--- config.mk ---
export PLATFORM = sky130hd
export DESIGN_NAME = rob_commit
export DESIGN_NICKNAME = d
export VERILOG_FILES = /design/src/rtl/rob_commit.sv
export SDC_FILE = /design/constraint.sdc
export NUM_CORES = 1
export LEC_CHECK = 0
export CORE_ASPECT_RATIO = 2
export CORE_MARGIN = 1.5
export CORE_UTILIZATION = 40
export DETAILED_ROUTE_END_ITERATION = 10
export GPL_ROUTABILITY_DRIVEN = 0
export PLACE_DENSITY = 0.56
export SLEW_MARGIN = 20
export SYNTH_ARGS = -nofsm -noshare
export SYNTH_HDL_FRONTEND = slang
export SYNTH_SLANG_ARGS = --single-unit
--- constraint.sdc ---
create_clock -name clk1 -period 3.9 [get_ports clk1]
set_input_delay 0.585 -clock clk1 [delete_from_list [all_inputs] [get_ports clk1]]
set_output_delay 0.585 -clock clk1 [all_outputs]
set_load 0.005 [all_outputs]
--- src/rtl/rob_commit.sv ---
// Reorder buffer: tail allocation, CDB completion, in-order head retirement, mispredict flush.
// Optional macro ROB_CDB_BYPASS_EN lets a CDB broadcast to the head entry retire on the same edge.
module rob_commit #(
    parameter int              ROB_DEPTH = 8,
    parameter int              TAG_W     = 3,
    parameter int              DATA_W    = 16,
    parameter int              REG_W     = 4,
    parameter int              FUNC_W    = 4,
    parameter logic [FUNC_W-1:0] BR_FUNC = 4'b1100
) (
    input  logic              clk1,
    input  logic              rst,
    input  logic              alloc_valid,
    output logic              alloc_ready,
    input  logic [FUNC_W-1:0] alloc_func,
    input  logic [REG_W-1:0]  alloc_rd,
    output logic [TAG_W-1:0]  alloc_tag,
    input  logic              cdb_valid,
    input  logic [TAG_W-1:0]  cdb_tag,
    input  logic [DATA_W-1:0] cdb_value,
    input  logic [TAG_W-1:0]  q_tag,
    output logic              q_ready,
    output logic [DATA_W-1:0] q_value,
    output logic              commit_valid,
    output logic              commit_we,
    output logic [REG_W-1:0]  commit_rd,
    output logic [DATA_W-1:0] commit_value,
    output logic [TAG_W-1:0]  commit_tag,
    output logic              flush_out,
    output logic [TAG_W:0]    count
);

    localparam logic [TAG_W:0]   DEPTH_C = (TAG_W+1)'(ROB_DEPTH);
    localparam logic [TAG_W:0]   CNT_ONE = (TAG_W+1)'(1);
    localparam logic [TAG_W-1:0] PTR_ONE = TAG_W'(1);

    logic [ROB_DEPTH-1:0] busy_q, busy_d;
    logic [ROB_DEPTH-1:0] done_q, done_d;
    logic [FUNC_W-1:0]    func_q  [ROB_DEPTH];
    logic [FUNC_W-1:0]    func_d  [ROB_DEPTH];
    logic [REG_W-1:0]     rd_q    [ROB_DEPTH];
    logic [REG_W-1:0]     rd_d    [ROB_DEPTH];
    logic [DATA_W-1:0]    value_q [ROB_DEPTH];
    logic [DATA_W-1:0]    value_d [ROB_DEPTH];

    logic [TAG_W-1:0]  head_q, head_d;
    logic [TAG_W-1:0]  tail_q, tail_d;
    logic [TAG_W:0]    count_q, count_d;

    logic              cvalid_q, cvalid_d;
    logic              cwe_q, cwe_d;
    logic [REG_W-1:0]  crd_q, crd_d;
    logic [DATA_W-1:0] cval_q, cval_d;
    logic [TAG_W-1:0]  ctag_q, ctag_d;
    logic              flush_q, flush_d;

    logic              alloc_fire;
    logic              head_ready;
    logic              bypass_hit;
    logic              commit_fire;
    logic              is_branch;
    logic              mispredict;
    logic [DATA_W-1:0] retire_val;

    always_comb begin
        alloc_ready = (count_q < DEPTH_C) && !flush_q;
        alloc_fire  = alloc_valid && alloc_ready;
        alloc_tag   = tail_q;
        q_ready     = busy_q[q_tag] && done_q[q_tag];
        q_value     = q_ready ? value_q[q_tag] : '0;
        head_ready  = busy_q[head_q] && done_q[head_q];
`ifdef ROB_CDB_BYPASS_EN
        bypass_hit  = busy_q[head_q] && !done_q[head_q] && cdb_valid && (cdb_tag == head_q);
`else
        bypass_hit  = 1'b0;
`endif
        commit_fire = head_ready || bypass_hit;
        retire_val  = bypass_hit ? cdb_value : value_q[head_q];
        is_branch   = (func_q[head_q] == BR_FUNC);
        mispredict  = commit_fire && is_branch && retire_val[0];
    end

    always_comb begin
        busy_d   = busy_q;
        done_d   = done_q;
        func_d   = func_q;
        rd_d     = rd_q;
        value_d  = value_q;
        head_d   = head_q;
        tail_d   = tail_q;
        count_d  = count_q;
        cvalid_d = 1'b0;
        cwe_d    = 1'b0;
        crd_d    = crd_q;
        cval_d   = cval_q;
        ctag_d   = ctag_q;
        flush_d  = 1'b0;

        if (commit_fire) begin
            cvalid_d = 1'b1;
            cwe_d    = !is_branch;
            crd_d    = rd_q[head_q];
            cval_d   = retire_val;
            ctag_d   = head_q;
        end

        if (mispredict) begin
            // A same-edge allocation is dropped along with everything else.
            busy_d  = '0;
            done_d  = '0;
            head_d  = '0;
            tail_d  = '0;
            count_d = '0;
            flush_d = 1'b1;
        end else begin
            if (alloc_fire) begin
                busy_d[tail_q]  = 1'b1;
                done_d[tail_q]  = 1'b0;
                func_d[tail_q]  = alloc_func;
                rd_d[tail_q]    = alloc_rd;
                value_d[tail_q] = '0;
                tail_d          = tail_q + PTR_ONE;
            end
            // Uses pre-edge busy, so a CDB to the slot being allocated is ignored.
            if (cdb_valid && busy_q[cdb_tag] && !done_q[cdb_tag]) begin
                done_d[cdb_tag]  = 1'b1;
                value_d[cdb_tag] = cdb_value;
            end
            if (commit_fire) begin
                busy_d[head_q] = 1'b0;
                done_d[head_q] = 1'b0;
                head_d         = head_q + PTR_ONE;
            end
            if (alloc_fire && !commit_fire) begin
                count_d = count_q + CNT_ONE;
            end else if (!alloc_fire && commit_fire) begin
                count_d = count_q - CNT_ONE;
            end
        end
    end

    always_ff @(posedge clk1) begin
        if (rst) begin
            busy_q   <= '0;
            done_q   <= '0;
            for (int i = 0; i < ROB_DEPTH; i++) begin
                func_q[i]  <= '0;
                rd_q[i]    <= '0;
                value_q[i] <= '0;
            end
            head_q   <= '0;
            tail_q   <= '0;
            count_q  <= '0;
            cvalid_q <= 1'b0;
            cwe_q    <= 1'b0;
            crd_q    <= '0;
            cval_q   <= '0;
            ctag_q   <= '0;
            flush_q  <= 1'b0;
        end else begin
            busy_q   <= busy_d;
            done_q   <= done_d;
            for (int i = 0; i < ROB_DEPTH; i++) begin
                func_q[i]  <= func_d[i];
                rd_q[i]    <= rd_d[i];
                value_q[i] <= value_d[i];
            end
            head_q   <= head_d;
            tail_q   <= tail_d;
            count_q  <= count_d;
            cvalid_q <= cvalid_d;
            cwe_q    <= cwe_d;
            crd_q    <= crd_d;
            cval_q   <= cval_d;
            ctag_q   <= ctag_d;
            flush_q  <= flush_d;
        end
    end

    assign commit_valid = cvalid_q;
    assign commit_we    = cwe_q;
    assign commit_rd    = crd_q;
    assign commit_value = cval_q;
    assign commit_tag   = ctag_q;
    assign flush_out    = flush_q;
    assign count        = count_q;

endmodule

==> results of run 1 <==
==> registers in the layout, summed over array words and instances (netlist names), 3 cells and up <==
| register | cells |
|---|---|
| commit_tag | 3 |
| value_q | 128 |
| rd_q | 32 |
| done_q | 8 |
| commit_rd | 4 |
| count | 4 |
| func_q | 32 |
| alloc_tag | 3 |
| busy_q | 8 |
| head_q | 3 |
| commit_value | 16 |
==> tightest hold or removal path, delay by kind of cell, from the launching register on <==
kind          cells  cell delay (ns)
mux               1             0.06
flops             1             0.30
simple gates      1             0.06
==> final timing paths <==
kind / endpoint / slack, ns / depth (start not counted)
max: q_value[5] / 0.39 / 6
min: func_q[11]$_SDFFE_PP0P_ / 0.47 / 2
max reg2reg: value_q[91]$_SDFFE_PP0N_ / 0.84 / 6
min reg2reg: func_q[11]$_SDFFE_PP0P_ / 0.47 / 2
==> logic make-up (layout without fill, tap and decap cells) <==
group / Yosys count / in the layout / share of synthesized area, %
simple gates: 301 / 301 / 11.88
flops: 244 / 244 / 39.41
mux: 156 / 156 / 17.04
fa+ha+maj: 6 / 6 / 0.6662
buf+inv: 264 / 303 / 9.519
compound gates: 321 / 321 / 20.92
xor+xnor: 8 / 8 / 0.5653
==> metal layers <==
| layer | share of wire [%] | wire [um] | global-route usage [%] | vias to the layer above |
|---|---|---|---|---|
| met2 | 48 | 17270 | 36.60 | 402 |
| met3 | 6.8 | 2477 | 3.138 | 69 |
| met4 | 2.8 | 1017 | 8.409 | 0 |
| met1 | 43 | 15540 | 30.25 | 4725 |
| li1 | - | - | - | 4698 |
| met5 | 0 | 0 | 0 | - |
==> cell type report <==
| type | instances | area, um2 | share of cell area [%] |
|---|---|---|---|
| Clock buffer | 37 | 710.7 | 5.021 |
| Clock inverter | 4 | 45.04 | 0.3182 |
| Inverter | 139 | 521.8 | 3.686 |
| Multi-Input combinational cell | 792 | 6340 | 44.79 |
| Sequential cell | 244 | 4891 | 34.56 |
| Tap cell | 372 | 465.4 | 3.289 |
| Timing Repair Buffer | 123 | 1180 | 8.336 |
==> power by group <==
part	leakage (nW)	internal [mW]	switching, mW
clock network	0.372	1.31	0.972
registers	1.97	2.56	0.0592
logic	2.47	0.293	0.381
total	4.82	4.16	1.41
==> placed cells by master (no fill, tap or decap), types with 8 or more instances in the layout <==
master           instances
dfxtp_1                241
inv_1                  138
o32ai_1                119
nor2_1                 107
mux2i_1                103
nand2b_1                91
clkdlybuf4s50_1         82
nand2_1                 52
a21oi_1                 51
o21ai_0                 38
mux4_2                  37
buf_4                   35
a211oi_1                28
nor3_1                  28
clkbuf_16               25
o22ai_1                 18
a22oi_1                 15
mux2_2                  10
a21oi_4                  9
o21ai_4                  9
o32ai_2                  9
nand3b_1                 8
clkbuf_1                 8
==> through the flow <==
step / instances / instance area [um2] / setup slack (ns)
6_report: 1711 / 14150 / 0.3891
5_1_grt: 1711 / 14150 / 0.3778
4_1_cts: 1711 / 14150 / 0.4431
3_5_place_dp: 1670 / 13400 / 0.4451
3_3_place_gp: 1670 / 13400 / 0.4423
2_1_floorplan: 1300 / 12400 / 1.088
==> impl_metrics.csv, run 1 <==
group,metric,value,unit
worst_setup_path,cp_common_cell,"clkdlybuf4s50_1",
global_route,grt_pass1_wl,56810,um
routing,drtIter0Drc,883,
power,power_leakage,4.816,nW
layout,utilization,46.21,%
power,ir_drop,0.0002984,V
power,p_per_area,393.7,nW/um2
sta,relSlewSlack,46.48,%
cts,cts_sinks,244,
job,max_cap_violations,0,
worst_setup_path,timing.critical_path.cells,"clkdlybuf4s50_1 -> buf_4 -> mux4_2 -> mux2i_1 -> nor2_1 -> clkdlybuf4s50_1",
layout,areaGrowthSynthToFinish,14.18,%
cts,holdBufCountCts,0,
min_path,min_from,"func_q[11]$_SDFFE_PP0P_",
routing,first_pass_iters,5,
logic_synthesis,synth_edf_count,0,
logic_synthesis,synth.net_count,1340,
sta,fin_crit,3.511,ns
floorplan,pin_count,85,
sta,fmax,0.2848,GHz
routing,avgViaCountPerCell,5.783,
power,power.total,5.573,mW
layout,fillCellCount,2905,
cts,clk_pin_slew_worst_paths,0.06,ns
worst_setup_path,cp-start-kind,"input port",
worst_setup_path,slowest_stage,"clkdlybuf4s50_1",
worst_setup_path,cpPeakStageDelay,0.58,ns
logic_synthesis,yosysWarnings,0,
global_route,grt-ovfl-total,0,
logic_synthesis,yosysTopAreaCell,"dfxtp_1",
sta,rsz0062_at_grt,"false",
floorplan,die_area,32120,um2
global_route,antenna_found_initial,0,
logic_synthesis,ys_top_cells_by_area,"dfxtp_1 39%, o32ai_1 8.4%, mux2i_1 8.3%",
cts,cts_max_level,1,
sta,fin_crit_sh,90.02,%
cts,worst_skew_pair.late_latency,0.53,ns
cts,cts-root-buf,"clkbuf_16",
layout,drive_gt1_share,12.10,%
worst_setup_path,path_class,"input port to output pin",
floorplan,dieHeight,252.0,um
sta,timing.hold.ws,0.4694,ns
cts,ctsResizeCount,0,
worst_setup_path,crit_path_max_fanout,32,
floorplan,start_util,40.47,%
place,hpwlAfterDp,22500,um
worst_setup_path,crit_buf_inv,3,
routing,num_vias,9894,
sta,fin_skew,0.01045,ns
logic_synthesis,yosysSeqAreaShare,39.41,%
cts,cts_tree,"yes",
logic_synthesis,avgSynthCellArea,9.535,um2
routing,wire_per_inst,21.22,um
min_path,hp-class,"flop to flop",
logic_synthesis,async_reset_ff_share,0,%
worst_setup_path,cp-end-kind,"output pin",
place,portBuffers,84,
worst_setup_path,cp-startpoint,"q_tag[1]",
layout,num-nets-final,1364,
worst_setup_path,critical_path.top_delay_family,"buffers and inverters",
routing,antenna_left,0,
worst_setup_path,rr_startpoint,"head_q[0]$_SDFFE_PP0N_",
global_route,grt_pass1_vias,9858,
logic_synthesis,syn_inst,1300,
logic_synthesis,syn_area,12400,um2
global_route,grt.total_usage,22.51,%
logic_synthesis,ys_top_cells_by_count,"244 x dfxtp_1, 138 x inv_1, 119 x o32ai_1",
logic_synthesis,synth_cell_types,54,
layout,antenna_cells,0,
sta,final_max_slew_viol_count,0,
logic_synthesis,synth_ff_type,"dfxtp_1",
cts,cts_setup_buffers,0,
logic_synthesis,ys_seq_elements,244,
logic_synthesis,synth.top_cell.area_share,39.41,%
sta,worstMarginPinSlew,0.8011,ns
floorplan,die_w,127.5,um
routing,drc_errors,0,
floorplan,rows,91,
routing,routed_wl,36310,um
sta,finalHoldViolCount,0,
cts,cts_buffers,24,
cts,clock_path_buffers,3,
logic_synthesis,post-synth-top-count-cell,"dfxtp_1",
global_route,grt_max_degree,93,
worst_setup_path,cp.required,3.31,ns
floorplan,design.core.area,30630,um2
sta,tns,0,ns
outcome,status,"finished, final reports clean",
worst_setup_path,arrival,2.93,ns
sta,setup_viol_count_final,0,
No activity file was read; power rests on OpenSTA's default activity.
==> inputs of run 2 (changes only) <==
Settings changed: CORE_MARGIN 1.5 to 2, TNS_END_PERCENT set to 20.
==> run 2 against run 1 <==
Net effect:
- power shrank 1.6%
- first-iteration DRC count shrank 21%
- largest power group unchanged
- critical endpoint is now q_value[3]
- setup slack better by 0.16 ns
==> impl_metrics.csv, run 2 (same netlist as run 1, synthesis figures left out) <==
group,metric,value,unit
power,p_per_area,387.3,nW/um2
floorplan,start_util,40.47,%
sta,worstMarginPinSlew,0.8399,ns
sta,rsz0062_at_grt,"false",
power,power.total,5.486,mW
global_route,antenna_found_initial,1,
global_route,grt_pass1_wl,57270,um
worst_setup_path,cp-start-kind,"input port",
cts,cts_max_level,1,
sta,fin_crit,3.350,ns
cts,cts_setup_buffers,0,
cts,cts-root-buf,"clkbuf_16",
worst_setup_path,cp-end-kind,"output pin",
sta,timing.hold.ws,0.4750,ns
cts,cts_buffers,23,
layout,antenna_cells,0,
outcome,status,"finished, final reports clean",
routing,routed_wl,36860,um
layout,final_common_cell,"dfxtp_1",
worst_setup_path,crit_path_max_fanout,8,
global_route,grt.total_usage,22.70,%
floorplan,dieHeight,253.0,um
cts,clk_pin_slew_worst_paths,0.06,ns
job,max_cap_violations,0,
floorplan,die_w,128.5,um
routing,first_pass_iters,5,
routing,antenna_left,0,
global_route,grt_max_degree,101,
routing,drc_errors,0,
layout,seqCellArea,4891,um2
layout,fin_cells,1716,
sta,finalHoldViolCount,0,
layout,drive_gt1_share,12.43,%
sta,tns,0,ns
routing,num_vias,9906,
layout,areaGrowthSynthToFinish,14.26,%
cts,ctsResizeCount,0,
cts,worst_skew_pair.late_latency,0.54,ns
sta,fin_crit_sh,85.89,%
routing,drtIter0Drc,697,
global_route,grt-ovfl-total,0,
cts,clock_path_buffers,3,
power,ir_drop,0.0003037,V
layout,multi_input_area,6340,um2
routing,wire_per_inst,21.48,um
worst_setup_path,path_class,"input port to output pin",
place,placed_cells,1677,
sta,final_max_slew_viol_count,0,
cts,cts_sinks,244,
sta,setup_viol_count_final,0,
layout,final_cell_mix,"241 x dfxtp_1, 138 x inv_1, 119 x o32ai_1",
floorplan,pin_count,85,
layout,largest_reg_flops,128,
sta,fin_skew,0.02272,ns
layout,num-nets-final,1370,
floorplan,die_area,32500,um2
layout,utilization,46.24,%
routing,avgViaCountPerCell,5.773,
place,hpwlAfterDp,23340,um
layout,largest-register,"value_q",
floorplan,design.core.area,30630,um2
layout,fillCellCount,2857,
cts,holdBufCountCts,0,
cts,cts_tree,"yes",
layout,reg.largest.list,"value_q: 128 flops, func_q: 32 flops, rd_q: 32 flops",
sta,fmax,0.2985,GHz
min_path,hp-class,"flop to flop",
floorplan,rows,91,
sta,relSlewSlack,44.01,%
global_route,grt_pass1_vias,9784,
place,portBuffers,84,
worst_setup_path,arrival,2.76,ns
power,power_leakage,4.833,nW
worst_setup_path,cp.required,3.31,ns
[run 2: changes by cell type in the layout (fill, tap and decap cells not counted)]
cell       before  now
buf_12          4    5
inv_6           0    1
buf_4          35   41
clkbuf_16      25   23
clkbuf_8        4    3
[run 2: stage by stage]
step                area [um2]  setup slack, ns
floorplan                12400            1.088
global placement         13460           0.6538
detailed placement       13460           0.5960
CTS                      14160           0.5885
global route             14160           0.4833
finish                   14160           0.5501
[run 2: final timing paths]
path                                        startpoint               endpoint  slack, ns  cells past startpoint
worst max-delay path                          q_tag[1]             q_value[3]       0.55                      6
worst min-delay path             rd_q[30]$_SDFFE_PP0P_  rd_q[30]$_SDFFE_PP0P_       0.48                      2
worst min register to register   rd_q[30]$_SDFFE_PP0P_  rd_q[30]$_SDFFE_PP0P_       0.48                      2
worst max register to register  head_q[1]$_SDFFE_PP0N_  count[3]$_SDFFE_PP0P_       0.69                     14
[run 2: routing by layer]
layer / track usage, % / routed length, um / vias up
met4: 7.253 / 973 / 2
met2: 37.37 / 17550 / 321
li1: - / - / 4711
met1: 30.63 / 16150 / 4809
met3: 3.169 / 2172 / 63
met5: 0 / 13 / -
[run 2: power by group]
group | switching (mW) | internal, mW
combinational | 0.381 | 0.297
clock | 0.978 | 1.21
sequential | 0.0644 | 2.56
[run 2: layout make-up]
| class | instances | area share (%) |
|---|---|---|
| Clock buffer | 34 | 4.567 |
| Clock inverter | 5 | 0.3799 |
| Inverter | 139 | 3.684 |
| Multi-Input combinational cell | 792 | 44.76 |
| Sequential cell | 244 | 34.53 |
| Tap cell | 372 | 3.286 |
| Timing Repair Buffer | 130 | 8.790 |
[run 2: critical path, cell delays in order]
cell and delay [ns]:
clkdlybuf4s50_1 0.65, buf_4 0.26, mux4_2 0.31, mux2i_1 0.41, nor2_1 0.08, clkdlybuf4s50_1 0.46
